--- src/rtl/uart_tx_ctrl.sv ---
// uart_tx_ctrl: 8N1 serial transmit sequencer paced by an oversampled baud_tick.
// Optional build macro UART_TX_PARITY_EN adds an even-parity bit (8E1 frame).
// Every output is registered. Reset is synchronous and active high.
module uart_tx_ctrl #(
    parameter int OVERSAMPLE = 8,
    parameter int DATA_BITS  = 8
) (
    input  logic                 clk,
    input  logic                 rst,
    input  logic                 baud_tick,
    input  logic                 start,
    input  logic [DATA_BITS-1:0] tx_data,
    output logic                 tx,
    output logic                 tx_busy,
    output logic                 tx_done
);
    localparam int TW = (OVERSAMPLE > 1) ? $clog2(OVERSAMPLE) : 1;
    localparam int BW = (DATA_BITS  > 1) ? $clog2(DATA_BITS)  : 1;

`ifdef UART_TX_PARITY_EN
    typedef enum logic [2:0] {IDLE, START, DATA, PARITY, STOP} state_t;
`else
    typedef enum logic [1:0] {IDLE, START, DATA, STOP} state_t;
`endif

    state_t               state_q;
    logic [TW-1:0]        tick_cnt_q;
    logic [BW-1:0]        bit_cnt_q;
    logic [DATA_BITS-1:0] shift_q;
    logic                 tx_q;
    logic                 busy_q;
    logic                 done_q;
`ifdef UART_TX_PARITY_EN
    logic                 parity_q;
`endif

    logic                 bit_end;
    logic [DATA_BITS-1:0] shift_d;

    // A bit period closes on the tick that completes OVERSAMPLE ticks
    always_comb begin
        bit_end = baud_tick && (tick_cnt_q == TW'(OVERSAMPLE - 1));
        shift_d = shift_q >> 1;
    end

    // Frame sequencer: state, counters, shift register and registered outputs
    always_ff @(posedge clk) begin
        if (rst) begin
            state_q    <= IDLE;
            tick_cnt_q <= '0;
            bit_cnt_q  <= '0;
            shift_q    <= '0;
            tx_q       <= 1'b1;
            busy_q     <= 1'b0;
            done_q     <= 1'b0;
`ifdef UART_TX_PARITY_EN
            parity_q   <= 1'b0;
`endif
        end else begin
            done_q <= 1'b0;
            // Ticks only advance the bit timer while a frame is on the line;
            // a tick coincident with acceptance is deliberately dropped.
            if (state_q != IDLE && baud_tick)
                tick_cnt_q <= bit_end ? '0 : tick_cnt_q + 1'b1;
            case (state_q)
                IDLE: begin
                    tx_q <= 1'b1;
                    if (start) begin
                        shift_q    <= tx_data;
`ifdef UART_TX_PARITY_EN
                        parity_q   <= ^tx_data;
`endif
                        tick_cnt_q <= '0;
                        bit_cnt_q  <= '0;
                        tx_q       <= 1'b0;
                        busy_q     <= 1'b1;
                        state_q    <= START;
                    end
                end
                START: begin
                    if (bit_end) begin
                        tx_q    <= shift_q[0];
                        state_q <= DATA;
                    end
                end
                DATA: begin
                    if (bit_end) begin
                        shift_q   <= shift_d;
                        bit_cnt_q <= bit_cnt_q + 1'b1;
                        if (bit_cnt_q == BW'(DATA_BITS - 1)) begin
                            bit_cnt_q <= '0;
`ifdef UART_TX_PARITY_EN
                            tx_q    <= parity_q;
                            state_q <= PARITY;
`else
                            tx_q    <= 1'b1;
                            state_q <= STOP;
`endif
                        end else begin
                            tx_q <= shift_d[0];
                        end
                    end
                end
`ifdef UART_TX_PARITY_EN
                PARITY: begin
                    if (bit_end) begin
                        tx_q    <= 1'b1;
                        state_q <= STOP;
                    end
                end
`endif
                STOP: begin
                    if (bit_end) begin
                        tx_q    <= 1'b1;
                        busy_q  <= 1'b0;
                        done_q  <= 1'b1;
                        state_q <= IDLE;
                    end
                end
                default: begin
                    tx_q    <= 1'b1;
                    busy_q  <= 1'b0;
                    state_q <= IDLE;
                end
            endcase
        end
    end

    assign tx      = tx_q;
    assign tx_busy = busy_q;
    assign tx_done = done_q;

endmodule

--- config.mk ---
export PLATFORM = sky130hd
export DESIGN_NAME = uart_tx_ctrl
export DESIGN_NICKNAME = d
export VERILOG_FILES = /design/src/rtl/uart_tx_ctrl.sv
export SDC_FILE = /design/constraint.sdc
export NUM_CORES = 1
export LEC_CHECK = 0
export ABC_AREA = 1
export CAP_MARGIN = 10
export CORE_UTILIZATION = 45
export CTS_CLUSTER_DIAMETER = 100
export DETAILED_ROUTE_END_ITERATION = 12
export PLACE_DENSITY = 0.75
export SYNTH_ARGS = -nofsm -noshare
export SYNTH_HDL_FRONTEND = slang
export SYNTH_SLANG_ARGS = --single-unit
--- constraint.sdc ---
create_clock -name clk -period 1.8 [get_ports clk]
set_input_delay 0.36 -clock clk [delete_from_list [all_inputs] [get_ports clk]]
set_output_delay 0.36 -clock clk [all_outputs]
set_load 0.02 [all_outputs]
==> results.py, run 1 <==
metrics = {
    "status": {
        "status": "complete, no violations",
    },
    "detailed_routing": {
        "detail_route.wl_per_cell_microns": 11.1,
        "via_per_inst": 4.90,
        "drtPass1Iterations": 6,
        "ant_nets": 0,
        "wl_microns": 2220,
        "first_iter_violations": 24,
        "vias": 979,
        "post-route-drc-count": 0,
    },
    "sta": {
        "setup_violations": 0,
        "grt_setup_unrepaired": "false",
        "setup_tns_ns": 0,
        "tightest_slew_ns": 0.276,
        "min_period_over_period_pct": 92.4,
        "slew_viol_final": 0,
        "hold_viol": 0,
        "fin_worst_skew_ns": 0.00762,
        "finalCriticalPeriod_ns": 1.66,
        "clock.fmax_ghz": 0.601,
        "fin_hold_ws_ns": 0.469,
        "slew_headroom_pct": 81.5,
        "finalWorstSetupSlack_ns": 0.137,
    },
    "setup_path": {
        "cp.arrival_ns": 1.30,
        "cp-end-kind": "primary output",
        "crit_fanout": 2,
        "crit_chain": "clkdlybuf4s50_1",
        "start_kind": "flip-flop",
        "crit_family": "buffers and inverters",
        "ff2ff_setup_slack_ns": 0.22,
        "r2r-start": "state_q[0]$_SDFFE_PP0P_",
        "reg2reg_to": "shift_q[4]$_SDFFE_PP0P_",
        "cp.required_ns": 1.44,
        "path_class": "flip-flop to primary output",
        "critPathSlowestCell": "clkdlybuf4s50_1",
        "crit_buf_inv": 1,
        "slowest_delay_ns": 0.61,
        "ff2ff_path_depth": 6,
    },
    "global_routing": {
        "grt_max_degree": 16,
        "grt_use_total_pct": 19.5,
        "antenna_found_initial": 0,
        "grt_pass1_wl_microns": 3710,
        "globalRouteOverflowTotal": 0,
        "grt_pass1_vias": 868,
    },
    "clock_tree": {
        "cts_setup_buffers": 0,
        "ctsHoldBuffers": 0,
        "cts.clk_slew.worst_paths_ns": 0.11,
        "tritoncts": "done",
        "clk_latency_ns": 0.31,
        "htreeDepth": 1,
        "cts_buffers": 3,
        "cts_resized": 0,
        "cts-root-buf": "clkbuf_4",
        "cts_sinks": 19,
        "clockBufferDepth": 2,
    },
    "synth": {
        "synth-simple-area-share_pct": 34.6,
        "ys_ff_latch": 19,
        "synth_compound_area_share_pct": 10.6,
        "ys.flop_type": "dfxtp_1",
        "synth_area_sq_um": 1050,
        "synth_top_family_by_area": "simple AND/OR/NAND/NOR gates",
        "synth.most_common_cell": "nand2_1",
        "synth_async_sr_flop_share_pct": 0,
        "synth_top_area_cell": "dfxtp_1",
        "post_synth.cell_area_avg_sq_um": 6.81,
        "ys_warn_count": 0,
        "syn_nets": 175,
        "synth.distinct_cells": 16,
        "synthMuxAreaShare_pct": 0,
        "synth_edf_count": 0,
        "ys_seq_area_share_pct": 36.3,
        "synth_common_cells": "nand2_1 (56), dfxtp_1 (19), nand3_1 (18)",
        "synth_fa_ha_area_share_pct": 10.7,
        "synth.top_cell.area_share_pct": 36.3,
        "netlist_instances": 154,
        "synth_area_leaders": "dfxtp_1 (36%), nand2_1 (20%), ha_1 (11%)",
        "synthXorXnorAreaFrac_pct": 0,
    },
    "cells_and_area": {
        "finish.net_count": 194,
        "syn_to_final_growth_pct": 19.3,
        "layout.cells.non_filler": 200,
        "antennaDiodeCount": 0,
        "drive_above_1_share_pct": 5.81,
    },
    "power": {
        "switching_share_pct": 42.8,
        "vdd_drop_max_uv": 807,
        "combPwrFrac_pct": 49.3,
        "power_density_nw_per_um2": 1370,
        "cellLeakagePower_nw": 0.597,
        "p_clk_share_pct": 13.4,
        "seqPwrFrac_pct": 37.3,
        "power.switching_w": 0.000733,
        "p_int_w": 0.000981,
    },
    "job": {
        "cap_viol_max_count": 0,
    },
    "floorplanning": {
        "die_area_sq_um": 2530,
        "core_sq_um": 2210,
        "io_pins": 15,
        "fp.dieW_microns": 50.3,
        "initial_core_util_pct": 47.4,
        "fp-row-count": 17,
        "die_height_microns": 50.3,
    },
    "placed_design": {
        "pre_cts_slack_ns": 0.149,
        "dp_hpwl_microns": 1630,
        "gp_congestion": 0.792,
        "portBuffers": 14,
        "placed_cells": 196,
    },
    "hold_path": {
        "min_path_type": "flip-flop to flip-flop",
        "hold-path-endpoint": "shift_q[5]$_SDFFE_PP0P_",
        "hp-start": "shift_q[5]$_SDFFE_PP0P_",
        "hold_depth": 2,
    },
}
[cell usage in the layout (no fill, tap or decap), types with 3 or more instances in the layout]
master / count
nand2_1: 56
dfxtp_1: 19
nand3_1: 18
a21oi_1: 15
nor2_1: 14
clkdlybuf4s50_1: 14
inv_1: 11
ha_1: 9
buf_4: 5
clkbuf_4: 3
[per-stage QoR]
step | area [sq um] | utilization (%) | power [W]
global route | 1250 | 56.6 | 0.00186
floorplan | 1050 | - | 0.00128
finish | 1250 | 56.6 | 0.00171
CTS | 1250 | 56.6 | 0.00172
global placement | 1220 | 55.4 | 0.00146
detailed placement | 1220 | 55.4 | 0.00149
[routing by layer]
layer	wire (microns)	vias to the layer above	track usage, %
li1	-	530	-
met1	1040	424	23.1
met2	1050	21	33.1
met3	93	4	3.64
met4	34	0	10.0
met5	0	-	0
[state kept, by name, indices dropped and copies added (netlist names)]
signal      count
tx              1
shift_q         8
tx_done         1
tick_cnt_q      3
tx_busy         1
bit_cnt_q       3
state_q         2
[how the worst max path moves through the flow]
stage	from	endpoint	slack, ns	cells after the start
after detailed placement	start	shift_q[4]$_SDFFE_PP0P_	0.15	6
after CTS	tx_busy$_SDFFE_PP0P_	tx_busy	0.14	1
after global routing	state_q[0]$_SDFFE_PP0P_	shift_q[4]$_SDFFE_PP0P_	0.09	6
final	tx_busy$_SDFFE_PP0P_	tx_busy	0.14	1
after global placement	start	shift_q[4]$_SDFFE_PP0P_	0.18	6
after floorplan	tick_cnt_q[0]$_SDFF_PP0_	bit_cnt_q[0]$_SDFFE_PP0P_	0.39	7
[layout make-up]
| cell class | instances | area, sq um |
|---|---|---|
| inverters | 12 | 45.0 |
| fillers | 233 | 961 |
| well taps | 28 | 35.0 |
| clock buffers | 4 | 26.3 |
| flip-flops and latches | 19 | 380 |
| repair buffers | 19 | 178 |
| multi-input cells | 118 | 587 |
[cell families (layout without fill, tap and decap cells)]
logic type,after synthesis,in the layout
AND/OR/NAND/NOR,90,90
AO/OA/AOI/OAI,19,19
flip-flops,19,19
buffers and inverters,17,35
adder cells (fa/ha/maj),9,9
[power groups by stage]
stage / clock network [W] / registers (W) / logic (W)
floorplan: 0 / 0.000649 / 0.000634
global placement: 0 / 0.000645 / 0.000815
CTS: 0.000233 / 0.000640 / 0.000850
detailed placement: 0 / 0.000649 / 0.000844
global route: 0.000246 / 0.000655 / 0.000963
finish: 0.000229 / 0.000640 / 0.000845
No activity file was read; power rests on OpenSTA's default activity.
==> run 2, diff against run 1 <==
- RECOVER_POWER: not set -> 50
==> results.py, run 2 (same netlist as run 1, synthesis figures left out) <==
metrics = {
    "status": {
        "status": "complete, no violations",
    },
    "power": {
        "cellLeakagePower_nw": 0.600,
        "power_density_nw_per_um2": 1370,
        "total_power_w": 0.00171,
        "vdd_drop_max_uv": 808,
    },
    "placed_design": {
        "dp_hpwl_microns": 1630,
        "placed_cells": 196,
        "portBuffers": 14,
        "gp_congestion": 0.792,
    },
    "detailed_routing": {
        "vias": 985,
        "detail_route.wl_per_cell_microns": 11.1,
        "via_per_inst": 4.93,
        "wl_microns": 2230,
        "first_iter_violations": 24,
        "ant_nets": 0,
        "drtPass1Iterations": 5,
        "post-route-drc-count": 0,
    },
    "cells_and_area": {
        "finish.net_count": 194,
        "top_regs": "shift_q: 8 flops, bit_cnt_q: 3 flops, tick_cnt_q: 3 flops",
        "regMostFlops": "shift_q",
        "antennaDiodeCount": 0,
        "largest_register_ffs": 8,
        "final_cell_mix": "nand2_1 (56), dfxtp_1 (19), nand3_1 (18), a21oi_1 (15), nor2_1 (14)",
        "mostFrequentLayoutCell": "nand2_1",
        "syn_to_final_growth_pct": 19.1,
        "layout.cells.non_filler": 200,
        "drive_above_1_share_pct": 5.81,
        "final_util_pct": 56.4,
    },
    "setup_path": {
        "crit_chain": "clkdlybuf4s50_1",
        "r2r-start": "state_q[0]$_SDFFE_PP0P_",
        "slowest_delay_ns": 0.61,
        "path_class": "flip-flop to primary output",
        "crit_buf_inv": 1,
        "crit_family": "buffers and inverters",
        "cp.depth": 1,
        "start_kind": "flip-flop",
        "ff2ff_path_depth": 8,
        "cp-end-kind": "primary output",
        "critPathSlowestCell": "clkdlybuf4s50_1",
        "startpoint": "tx_busy$_SDFFE_PP0P_",
        "cp.required_ns": 1.44,
        "crit_fanout": 2,
        "cp.arrival_ns": 1.30,
    },
    "sta": {
        "slew_headroom_pct": 81.9,
        "slew_viol_final": 0,
        "fin_worst_skew_ns": 0.00751,
        "clock.fmax_ghz": 0.604,
        "tightest_slew_ns": 0.271,
        "min_period_over_period_pct": 92.0,
        "setup_tns_ns": 0,
        "hold_viol": 0,
        "setup_violations": 0,
        "finalCriticalPeriod_ns": 1.66,
        "grt_setup_unrepaired": "false",
    },
    "clock_tree": {
        "cts.clk_slew.worst_paths_ns": 0.12,
        "htreeDepth": 1,
        "clk_latency_ns": 0.31,
        "tritoncts": "done",
        "cts_buffers": 3,
        "cts-root-buf": "clkbuf_4",
        "clockBufferDepth": 2,
        "ctsHoldBuffers": 0,
        "cts_sinks": 19,
        "cts_setup_buffers": 0,
        "cts_resized": 0,
    },
    "global_routing": {
        "grt_pass1_wl_microns": 3710,
        "globalRouteOverflowTotal": 0,
        "grt_use_total_pct": 19.5,
        "grt_max_degree": 16,
        "grt_pass1_vias": 868,
        "antenna_found_initial": 0,
    },
    "floorplanning": {
        "io_pins": 15,
        "die_area_sq_um": 2530,
        "core_sq_um": 2210,
        "initial_core_util_pct": 47.4,
        "die_height_microns": 50.3,
        "fp.dieW_microns": 50.3,
        "fp-row-count": 17,
    },
    "job": {
        "cap_viol_max_count": 0,
    },
    "hold_path": {
        "hold_depth": 2,
        "min_path_type": "flip-flop to flip-flop",
        "hp-start": "shift_q[5]$_SDFFE_PP0P_",
    },
}
run 2: cell count changes in the layout (fill, tap and decap cells not counted):
cell and delta:
buf_4 -1, clkbuf_2 +1, clkdlybuf4s50_1 -1, dlygate4sd3_1 +1
run 2: power breakdown:
part           internal (W)  switching, W  leakage (nW)
sequential         0.000555     0.0000848         0.156
clock             0.0000866      0.000141        0.0150
combinational      0.000335      0.000506         0.429
total              0.000977      0.000731         0.600
run 2: per-stage QoR:
step	hold slack, ns	setup WS (ns)	cell area (sq um)
after floorplan	0.441	0.386	1050
after global placement	0.450	0.181	1220
after detailed placement	0.458	0.149	1220
after CTS	0.474	0.139	1250
after global routing	0.486	0.0937	1250
final	0.470	0.145	1250
run 2: worst paths after layout:
path,to,slack (ns)
max,tx_busy,0.14
min,shift_q[5]$_SDFFE_PP0P_,0.47
max reg2reg,bit_cnt_q[2]$_SDFFE_PP0P_,0.21
min reg2reg,shift_q[5]$_SDFFE_PP0P_,0.47
run 2: area by class of cell:
cell class | count | area (sq um)
Fill cell | 234 | 963
Multi-Input combinational cell | 118 | 587
Sequential cell | 19 | 380
Timing Repair Buffer | 19 | 175
Inverter | 12 | 45.0
Tap cell | 28 | 35.0
Clock buffer | 4 | 26.3
run 2: metal layers:
layer	up-vias	global-route usage [%]	wire length [microns]
li1	531	-	-
met1	428	23.1	1040
met2	22	33.1	1050
met3	4	3.64	96
met4	0	10.0	39
met5	-	0	0
